### src/rtl/rvc_pkg.sv
// Shared constants and types for the RV32I -> RVC compression packer.
// Immediates here are unsigned: the matching decompressor zero-extends them.
package rvc_pkg;

    localparam logic [6:0] OPC_LOAD   = 7'b0000011;
    localparam logic [6:0] OPC_STORE  = 7'b0100011;
    localparam logic [6:0] OPC_OP_IMM = 7'b0010011;
    localparam logic [6:0] OPC_OP     = 7'b0110011;
    localparam logic [6:0] OPC_JAL    = 7'b1101111;
    localparam logic [6:0] OPC_JALR   = 7'b1100111;
    localparam logic [6:0] OPC_BRANCH = 7'b1100011;

    localparam logic [2:0] F3_ADD  = 3'b000;
    localparam logic [2:0] F3_SLL  = 3'b001;
    localparam logic [2:0] F3_LW   = 3'b010;
    localparam logic [2:0] F3_SR   = 3'b101;
    localparam logic [2:0] F3_AND  = 3'b111;
    localparam logic [2:0] F3_BEQ  = 3'b000;
    localparam logic [2:0] F3_BNE  = 3'b001;
    localparam logic [2:0] F3_JALR = 3'b000;

    localparam logic [6:0] F7_ZERO = 7'b0000000;
    localparam logic [6:0] F7_SRA  = 7'b0100000;

    localparam logic [1:0] Q0 = 2'b00;
    localparam logic [1:0] Q1 = 2'b01;
    localparam logic [1:0] Q2 = 2'b10;

    localparam logic [15:0] C_NOP = 16'h0001;

    typedef struct packed {
        logic        is_comp;
        logic [15:0] comp16;
    } comp_res_t;

    // x8..x15 are the only registers reachable through 3-bit RVC fields
    function automatic logic is_creg(input logic [4:0] r);
        return r[4:3] == 2'b01;
    endfunction

endpackage

### src/rtl/rvc_compressor.sv
// Combinational RV32I -> RVC encoder for the supported subset.
// Emits is_comp only when the decompressor would rebuild the exact instruction.
module rvc_compressor
    import rvc_pkg::*;
(
    input  logic [31:0] instr,
    output comp_res_t   res
);

    logic [6:0]  opc;
    logic [4:0]  rd, rs1, rs2;
    logic [2:0]  f3;
    logic [6:0]  f7;
    logic [6:0]  lw_u, sw_u;
    logic [11:0] j_imm;
    logic [8:0]  b_imm;

    always_comb begin
        opc   = instr[6:0];
        rd    = instr[11:7];
        f3    = instr[14:12];
        rs1   = instr[19:15];
        rs2   = instr[24:20];
        f7    = instr[31:25];
        lw_u  = {instr[26:22], 2'b00};
        sw_u  = {instr[26:25], instr[11:9], 2'b00};
        j_imm = {instr[20], instr[30:21], 1'b0};
        b_imm = {instr[28:25], instr[11:8], 1'b0};
    end

    always_comb begin
        res = '0;
        case (opc)
            OPC_LOAD: if (f3 == F3_LW && is_creg(rs1) && is_creg(rd) &&
                          instr[31:27] == 5'd0 && instr[21:20] == 2'd0) begin
                res.is_comp = 1'b1;
                res.comp16  = {3'b010, lw_u[5:3], rs1[2:0], lw_u[2], lw_u[6], rd[2:0], Q0};
            end
            OPC_STORE: if (f3 == F3_LW && is_creg(rs1) && is_creg(rs2) &&
                           instr[31:27] == 5'd0 && instr[8:7] == 2'd0) begin
                res.is_comp = 1'b1;
                res.comp16  = {3'b110, sw_u[5:3], rs1[2:0], sw_u[2], sw_u[6], rs2[2:0], Q0};
            end
            OPC_OP_IMM: begin
                case (f3)
                    // addi x0,x0,0 falls out of this encoding as C_NOP
                    F3_ADD: if (rd == rs1 && instr[31:26] == 6'd0) begin
                        res.is_comp = 1'b1;
                        res.comp16  = {3'b000, instr[25], rd, instr[24:20], Q1};
                    end
                    F3_AND: if (rd == rs1 && is_creg(rd) && instr[31:26] == 6'd0) begin
                        res.is_comp = 1'b1;
                        res.comp16  = {3'b100, instr[25], 2'b10, rd[2:0], instr[24:20], Q1};
                    end
                    F3_SR: if (rd == rs1 && is_creg(rd) && (f7 == F7_ZERO || f7 == F7_SRA)) begin
                        res.is_comp = 1'b1;
                        res.comp16  = {3'b100, 1'b0, 1'b0, f7[5], rd[2:0], instr[24:20], Q1};
                    end
                    F3_SLL: if (rd == rs1 && rd != 5'd0 && f7 == F7_ZERO) begin
                        res.is_comp = 1'b1;
                        res.comp16  = {3'b000, 1'b0, rd, instr[24:20], Q2};
                    end
                    default: ;
                endcase
            end
            OPC_JAL: if (rd[4:1] == 4'd0 && !instr[31] && instr[19:12] == 8'd0) begin
                res.is_comp = 1'b1;
                res.comp16  = {(rd[0] ? 3'b001 : 3'b101), j_imm[11], j_imm[4], j_imm[9:8],
                               j_imm[10], j_imm[6], j_imm[7], j_imm[3:1], j_imm[5], Q1};
            end
            OPC_BRANCH: if ((f3 == F3_BEQ || f3 == F3_BNE) && rs2 == 5'd0 && is_creg(rs1) &&
                            !instr[31] && !instr[7] && instr[30:29] == 2'd0) begin
                res.is_comp = 1'b1;
                res.comp16  = {(f3[0] ? 3'b111 : 3'b110), b_imm[8], b_imm[4:3], rs1[2:0],
                               b_imm[7:6], b_imm[2:1], b_imm[5], Q1};
            end
            OPC_JALR: if (f3 == F3_JALR && instr[31:20] == 12'd0 && rd[4:1] == 4'd0 &&
                          rs1 != 5'd0) begin
                res.is_comp = 1'b1;
                res.comp16  = {3'b100, rd[0], rs1, 5'd0, Q2};
            end
            OPC_OP: if (f7 == F7_ZERO && f3 == F3_ADD && rd != 5'd0 && rs2 != 5'd0) begin
                if (rs1 == 5'd0) begin
                    res.is_comp = 1'b1;
                    res.comp16  = {3'b100, 1'b0, rd, rs2, Q2};
                end else if (rs1 == rd) begin
                    res.is_comp = 1'b1;
                    res.comp16  = {3'b100, 1'b1, rd, rs2, Q2};
                end
            end
            default: ;
        endcase
    end

endmodule

### src/rtl/rvc_compress_packer.sv
// Compresses RV32I instructions where possible and packs the 16/32-bit
// results into little-endian 32-bit words ([15:0] is the earlier halfword).
module rvc_compress_packer
    import rvc_pkg::*;
#(
    parameter bit ENABLE_COMPRESS = 1'b1,
    parameter int CNT_W           = 16
) (
    input  logic             clk,
    input  logic             rst_n,
    input  logic             in_valid,
    output logic             in_ready,
    input  logic [31:0]      in_instr,
    input  logic             flush,
    output logic             out_valid,
    input  logic             out_ready,
    output logic [31:0]      out_word,
    output logic             idle,
    output logic [CNT_W-1:0] comp_cnt
);

    comp_res_t   cres;
    logic        acc, use_c, flush_go;
    logic        p_vld, pv_n, ov_n;
    logic [15:0] p_half, ph_n;
    logic [31:0] ow_n;
    logic [CNT_W-1:0] cnt_n;

    rvc_compressor u_comp (
        .instr (in_instr),
        .res   (cres)
    );

    assign in_ready = ~out_valid | out_ready;
    assign idle     = ~p_vld & ~out_valid;

    always_comb begin
        acc      = in_valid & in_ready;
        use_c    = ENABLE_COMPRESS & cres.is_comp;
        // an input handshake always wins over a flush request
        flush_go = ~acc & flush & p_vld & in_ready;
        ov_n     = out_valid & ~out_ready;
        ow_n     = out_word;
        pv_n     = p_vld;
        ph_n     = p_half;
        cnt_n    = comp_cnt;
        if (acc) begin
            if (use_c) begin
                if (&comp_cnt == 1'b0)
                    cnt_n = comp_cnt + {{(CNT_W-1){1'b0}}, 1'b1};
                if (p_vld) begin
                    ov_n = 1'b1;
                    ow_n = {cres.comp16, p_half};
                    pv_n = 1'b0;
                end else begin
                    pv_n = 1'b1;
                    ph_n = cres.comp16;
                end
            end else if (p_vld) begin
                // full-width instruction straddles two words
                ov_n = 1'b1;
                ow_n = {in_instr[15:0], p_half};
                ph_n = in_instr[31:16];
            end else begin
                ov_n = 1'b1;
                ow_n = in_instr;
            end
        end else if (flush_go) begin
            ov_n = 1'b1;
            ow_n = {C_NOP, p_half};
            pv_n = 1'b0;
        end
    end

    always_ff @(posedge clk or negedge rst_n) begin
        if (!rst_n) begin
            out_valid <= 1'b0;
            out_word  <= '0;
            p_vld     <= 1'b0;
            p_half    <= '0;
            comp_cnt  <= '0;
        end else begin
            out_valid <= ov_n;
            out_word  <= ow_n;
            p_vld     <= pv_n;
            p_half    <= ph_n;
            comp_cnt  <= cnt_n;
        end
    end

endmodule

### config.mk
export PLATFORM = sky130hd
export DESIGN_NAME = rvc_compress_packer
export DESIGN_NICKNAME = d
export VERILOG_FILES = /design/src/rtl/rvc_pkg.sv /design/src/rtl/rvc_compressor.sv /design/src/rtl/rvc_compress_packer.sv
export SDC_FILE = /design/constraint.sdc
export NUM_CORES = 1
export LEC_CHECK = 0
export BUFFER_PORTS_ARGS = -buffer_cell sky130_fd_sc_hd__buf_4
export CAP_MARGIN = 0
export CORE_ASPECT_RATIO = 1.1
export CORE_MARGIN = 2
export CORE_UTILIZATION = 50
export DETAILED_ROUTE_END_ITERATION = 12
export PLACE_DENSITY = 0.74
export SLEW_MARGIN = 20
export SYNTH_ARGS = -nofsm -noshare
export SYNTH_HDL_FRONTEND = slang
export SYNTH_HIERARCHICAL = 1
export SYNTH_SLANG_ARGS = --single-unit
### constraint.sdc
create_clock -name clk -period 4.8 [get_ports clk]
set_input_delay 0.48 -clock clk [delete_from_list [all_inputs] [get_ports clk]]
set_output_delay 0.48 -clock clk [all_outputs]
set_load 0.02 [all_outputs]
# --- After elaboration in Yosys (flattened, before gate mapping) ---
# Index checks and enable logic that the tools add are counted.
totals:
  reg_bits: 66
  input_bits: 37
  out_inout_bits: 51
  elab_cells: 122
op_classes:
  n_addsub: 1
  n_eq_ne: 20
  mux: 32
  bitwise_logic: 12
  n_reduce_logical: 52
op_table:
  columns: ["operator", "count"]
  rows:
  - ["17-bit two-way mux", 12]
  - ["32-bit two-way mux", 5]
  - ["17-bit case mux with 7 select lines", 1]
  - ["17-bit case mux with 4 select lines", 1]
  - ["16-bit two-way mux", 3]
  - ["1-bit logical AND", 26]
  - ["7-bit by 6-bit equality test with 1-bit output (second input constant)", 3]
  - ["7-bit equality test (second input constant)", 3]
  - ["16-bit by 1-bit adder with 16-bit output (second input constant)", 1]
  - ["16-bit AND reduction", 1]
  - ["5-bit zero test", 3]
  - ["5-bit nonzero test", 3]
  - ["12-bit zero test", 1]
  - ["5-bit equality test", 2]
  - ["1-bit two-way mux", 9]
  - ["8-bit zero test", 1]
  - ["7-bit by 2-bit equality test with 1-bit output (second input constant)", 1]
  - ["7-bit by 5-bit equality test with 1-bit output (second input constant)", 1]
  - ["7-bit zero test", 1]
  - ["1-bit AND", 6]
  - ["2-bit by 1-bit equality test with 1-bit output (second input constant)", 3]
  - ["3-bit equality test (second input constant)", 2]
  - ["2-bit zero test", 3]
  - ["6-bit zero test", 1]
  - ["14 further kinds", 24]

# --- Logic depth before layout (Yosys ltp) ---
# Gate-level depths: netlist of the first run.
logic_depth:
  ltp_word: 12
  ltp_mapped: 15

# --- Hierarchy ---
# The synthesis of the first run kept the hierarchy.
modules_own_cells:
  columns: ["module", "n_inst", "cells_each", "area_per_inst_um2"]
  rows:
  - ["rvc_compress_packer", 1, 320, 3364.5]
  - ["rvc_compressor", 1, 127, 810.8]

# --- Least setup slack after synthesis of the first run ---
# No wires, ideal clock.
synth_timing:
  path_kind: "input -> register"
  from: "input port in_instr[27]"
  to: "register comp_cnt[9]"
  setup_time_ps: 80
  t_arrival_ps: 3282
  required_ps: 4720
  setup_slack_ps: 1439
  cell_stages: 13
  path_buffers: 3
  path_cell_list: "or4_1 > buf_2 > or4_4 > a21o_1 > a21oi_4 > nor2_1 > nand2_1 > buf_4 > nand2_2 > or4_4 > buf_6 > a211oi_2 > xor2_1"
synth_lines:
  columns: ["element", "line", "rtl"]
  rows:
  - ["from (decl)", "rvc_compress_packer.sv:13", "input logic [31:0] in_instr,"]
  - ["to (signal assigned)", "rvc_compress_packer.sv:87", "comp_cnt <= cnt_n;"]
  - ["to (decl)", "rvc_compress_packer.sv:19", "output logic [CNT_W-1:0] comp_cnt"]

==> impl_metrics.ini, run 1 <==
[timing]
fmax_mhz = 289
rsz0062_at_grt = no
min_period_ns = 3.46
fin_skew_ns = 0.00739
fin_crit_sh = 0.720
fin_tns_setup_ns = 0
setup_viol = 0
max-slew-margin-rel = 0.246
hold_viol = 0
drv_slew = 0
tightest_slew_ns = 1.13

[logic_synthesis]
yosys-top-cells-area = dfrtp_1 40%, mux2i_1 12%, nand2_1 6.0%, o21ai_0 4.8%, a22o_1 3.1%
synthFlopType = dfrtp_1
synthesis.nets = 485
synthArstFlopShare = 1.00
yosys.area.top_type = dfrtp_1
netlist_area_um2 = 4180
syn_inst = 447
synth_edf_count = 0
synth-seq-area-share = 0.396
synth_top_area_frac = 0.396
yosysUniqueCellTypes = 65
syn_area_per_cell_um2 = 9.34
yosysWarnings = 6
synth_seq_cells = 66

[setup_path]
r2r_slack_ns = 2.45
worstRegToRegCells = 4
critPathMaxFanout = 48
endpoint_kind = flip-flop
worstPathArrival_ns = 3.69
r2r_start = p_vld$_DFFE_PN0P_
worstPathRequired_ns = 5.03
crit_type = in -> reg
r2r-end = out_word[26]$_DFFE_PN0P_
startpoint_type = primary input

[die]
ioPinCount = 88
row_count = 34
start_util = 0.522
core_area_um2 = 8000
die_y_um = 99.8
die_x_um = 91.1
die_area_um2 = 9100

[power_and_ir_drop]
p_int_uw = 867
combPwrFrac = 0.180
clkPwrFrac = 0.354
switchingPower_uw = 411
power.density_nw_per_um2 = 252
netSwitchingFraction = 0.322
ir_drop_v = 0.000149
p_leak_uw = 0.00231
pwr-share-seq = 0.466

[final_layout]
fin_area_um2 = 5080
final_cell_mix = 94 x buf_4, 66 x nand2_1, 66 x dfrtp_1
diodes = 0
area_growth_pct = 21.7
final_common_cell = buf_4
fin_nets = 565
drive_above_1_share = 0.269

[detailed_routing]
drt_drc_violations_left = 0
finalWirelength_um = 13200
vias = 3913
dr.pass1.iters = 5
drtIter0Drc = 276
viasPerCell = 6.11
postRouteAntennaNets = 0
wl_per_cell_um = 20.6

[grt]
grt_usage = 0.303
grt_pass1_wl_um = 21100
grt_pass1_vias = 3839
grt_max_degree = 67
grt-ovfl-total = 0
antenna_found_initial = 0

[clock_network]
clkTransAtPathRegs_ns = 0.09
clk_path_buf_depth = 2
hold_buffers = 0
cts_resized = 0
clock_tree.root_cell = clkbuf_8
cts_buffers = 9
post_cts_buffers = 0
htreeDepth = 3
clkLatencyLatePin_ns = 0.35
cts.sinks = 66
cts_tree = done

[outcome]
status = finished clean

[placed_design]
place_congestion = 0.964
dpl_cell_area_um2 = 4900
io_buffers = 87
dpl.hpwl_um = 9830

[flow_run]
maxCapViolCount = 0

[hold_path]
hold_path_class = in -> async
-- critical path, cell delays in order --
cell	delay, ns
buf_4	0.13
or4_1	0.63
nor4_1	0.41
o211ai_1	0.28
a21oi_4	0.30
nor2_1	0.12
nand2_2	0.15
buf_4	0.49
xor2_1	0.13
nand3_1	0.13
buf_4	0.28
o21ai_0	0.15
-- kinds of logic (layout without fill, tap and decap cells) --
group	Yosys count	count (layout)	share of synthesized area
compound gates	113	113	0.184
xor+xnor	20	20	0.0420
fa+ha+maj	1	1	0.00300
buf+inv	36	121	0.0399
flops	66	66	0.396
mux	51	51	0.123
simple gates	160	160	0.212
-- layer usage --
metal / vias to the layer above / wire [µm] / GRT usage
met3: 39 / 920 / 0.0563
met4: 0 / 545 / 0.142
met2: 209 / 6370 / 0.500
met1: 1864 / 5330 / 0.389
met5: - / 0 / 0
li1: 1801 / - / -
-- power groups by stage --
stage               registers [µW]  logic, µW  clock network (µW)
global route                   600        246                 484
finish                         596        230                 453
CTS                            596        230                 460
floorplan                      637       73.6                   0
detailed placement             607        230                   0
global placement               606        229                   0
-- worst max path at each step --
| stage | slack (ns) | cells after the start | start | to |
|---|---|---|---|---|
| global route | 1.13 | 12 | in_instr[27] | p_half[6]$_DFFE_PN0P_ |
| global placement | 1.17 | 13 | in_instr[27] | p_half[8]$_DFFE_PN0P_ |
| CTS | 1.44 | 12 | in_instr[27] | p_half[15]$_DFFE_PN0P_ |
| floorplan | 1.44 | 13 | in_instr[27] | comp_cnt[9]$_DFFE_PN0P_ |
| detailed placement | 1.05 | 12 | in_instr[27] | p_half[15]$_DFFE_PN0P_ |
| finish | 1.34 | 12 | in_instr[27] | p_half[15]$_DFFE_PN0P_ |
-- cell usage after synthesis (6+ instances only) --
cell and instances:
nand3_1 13, dfrtp_1 66, nand4_1 6, or4_1 7, nor2_1 15, buf_2 10, inv_1 10, xor2_1 15
o21ai_1 14, clkbuf_1 10, nand2_1 67, a21oi_1 7, o21ai_0 40, mux2i_1 49, a22o_1 15, nor3_1 9
-- state kept, by name, summed over array words and instances (netlist names) --
register	count
p_vld	1
p_half	16
out_valid	1
out_word	32
comp_cnt	16
-- per-stage QoR --
step	utilization	total power, µW	hold WS, ns	setup WS, ns	instances
detailed placement	0.612	837	0.470	1.05	624
finish	0.635	1280	0.207	1.34	640
CTS	0.635	1290	0.242	1.44	640
floorplan	-	711	0.184	1.44	447
global route	0.635	1330	0.281	1.13	640
global placement	0.612	834	0.461	1.17	624
-- cell type report --
cell class                      instances  area [µm²]
Timing Repair Buffer                   94         706
Sequential cell                        66        1650
Clock buffer                            9         124
Tap cell                              108         135
Inverter                               11        41.3
Clock inverter                          7        60.1
Fill cell                             703        2920
Multi-Input combinational cell        345        2360
Note: power is estimated with default switching activity, not from simulation.
==> run 2, diff against run 1 <==
PLACE_DENSITY = 0.77   (was 0.74)
clock period = 3.08 ns   (was 4.8 ns; I/O delays follow)
==> impl_metrics.ini, run 2 (synthesis gave the netlist of run 1 again) <==
[outcome]
status = finished clean

[placed_design]
place_congestion = 0.982
dpl.hpwl_um = 10400
io_buffers = 87
dpl_cell_area_um2 = 5210
dp_cells = 660

[setup_path]
r2r_start = comp_cnt[5]$_DFFE_PN0P_
crit_type = in -> reg
startpoint_type = primary input
endpoint_kind = flip-flop
cp_common_cell = buf_4
critPathMaxFanout = 5
cpPeakStageDelay_ns = 0.57
worstPathArrival_ns = 3.12
worstRegToRegCells = 4
crit_start = in_instr[27]
r2r_slack_ns = 1.21
crit_slowest_cell = or4_4
crit_path_cell_trace = buf_4, buf_4, nor4_1, buf_4, nand4_1, nor4b_1, o21a_1, nor2_2, nand2_2, nand2_2, or4_4, nor4b_2, xor2_1
crit_path_end = comp_cnt[8]$_DFFE_PN0P_
r2r-end = comp_cnt[1]$_DFFE_PN0P_
worstPathRequired_ns = 3.35

[timing]
fin_skew_ns = 0.0140
fin_tns_setup_ns = 0
fin_crit_sh = 0.925
rsz0062_at_grt = no
min_period_ns = 2.85
fmax_mhz = 351
setup_viol = 0
hold_ws_ns = 0.0606
drv_slew = 0
hold_viol = 0
max-slew-margin-rel = 0.452
tightest_slew_ns = 0.823

[clock_network]
cts_tree = done
clk_path_buf_depth = 2
clock_tree.root_cell = clkbuf_8
hold_buffers = 0
htreeDepth = 3
clkTransAtPathRegs_ns = 0.07
clkLatencyLatePin_ns = 0.35
cts_buffers = 9
post_cts_buffers = 0
cts.sinks = 66
cts_resized = 0

[grt]
grt_pass1_vias = 3968
antenna_found_initial = 0
grt-ovfl-total = 0
grt_pass1_wl_um = 21400
grt_max_degree = 67
grt_usage = 0.305

[final_layout]
fin_nets = 601
filler_cell_count = 669
fin_area_um2 = 5460
top_regs = out_word x32, comp_cnt x16, p_half x16
diodes = 0
final_cell_mix = 127 x buf_4, 66 x nand2_1, 66 x dfrtp_1
largest_reg_flops = 32
area_growth_pct = 30.8
stdcell_count = 675
final_common_cell = buf_4
multi_input_area_um2 = 2370
fin_util = 0.683
drive_above_1_share = 0.317
seq_area_um2 = 1650
max_flop_register = out_word

[detailed_routing]
postRouteAntennaNets = 0
top_layer = met4
dr_wl_met2_um = 6640
drtIter0Drc = 273
vias = 4080
dr.pass1.iters = 5
finalWirelength_um = 13500
drt_drc_violations_left = 0
viasPerCell = 6.04
wl_met1_um = 5500
routed-wl-met3_um = 913
wl_per_cell_um = 20.0

[die]
die_y_um = 99.8
ioPinCount = 88
die_area_um2 = 9100
die_x_um = 91.1
row_count = 34
core_area_um2 = 8000
start_util = 0.522

[power_and_ir_drop]
p_leak_uw = 0.00255
power.density_nw_per_um2 = 409
ir_drop_v = 0.000240

[flow_run]
maxCapViolCount = 0

[hold_path]
hold_path_class = in -> async
## run 2: area by class of cell
cell class	instances	share of cell area
clock buffers	11	0.0277
clock inverters	4	0.0181
inverters	11	0.00756
multi-input cells	345	0.434
flip-flops and latches	66	0.302
well taps	108	0.0247
repair buffers	130	0.186
## run 2: routing by layer
layer / up-vias / global-route usage
li1: 1879 / -
met1: 1948 / 0.387
met2: 214 / 0.523
met3: 39 / 0.0480
met4: 0 / 0.124
met5: - / 0
## run 2: worst max-delay path: cells and delay by family
family / cells / cell delay (ns)
buf+inv: 3 / 0.43
xor+xnor: 1 / 0.17
simple gates: 8 / 1.93
compound gates: 1 / 0.28
## run 2: report_power, final
part / internal (µW) / switching, µW
sequential: 906 / 22.9
combinational: 160 / 225
clock: 579 / 341
total: 1650 / 589
## run 2: metrics by stage
step           setup slack (ns)  power (µW)
2_1_floorplan           -0.0642        1110
3_3_place_gp            -0.0444        1320
3_5_place_dp            -0.0951        1330
4_1_cts                   0.255        2230
5_1_grt                   0.117        2320
6_report                  0.230        2230
## run 2: how the worst min path moves through the flow
stage / startpoint / end / cells past startpoint / slack [ns]
2_1_floorplan: rst_n / comp_cnt[0]$_DFFE_PN0P_ / 0 / 0.01
3_3_place_gp: rst_n / out_word[14]$_DFFE_PN0P_ / 1 / 0.44
3_5_place_dp: rst_n / out_word[14]$_DFFE_PN0P_ / 1 / 0.46
4_1_cts: rst_n / out_word[9]$_DFFE_PN0P_ / 1 / 0.09
5_1_grt: rst_n / out_word[15]$_DFFE_PN0P_ / 1 / 0.14
6_report: rst_n / out_word[15]$_DFFE_PN0P_ / 1 / 0.06
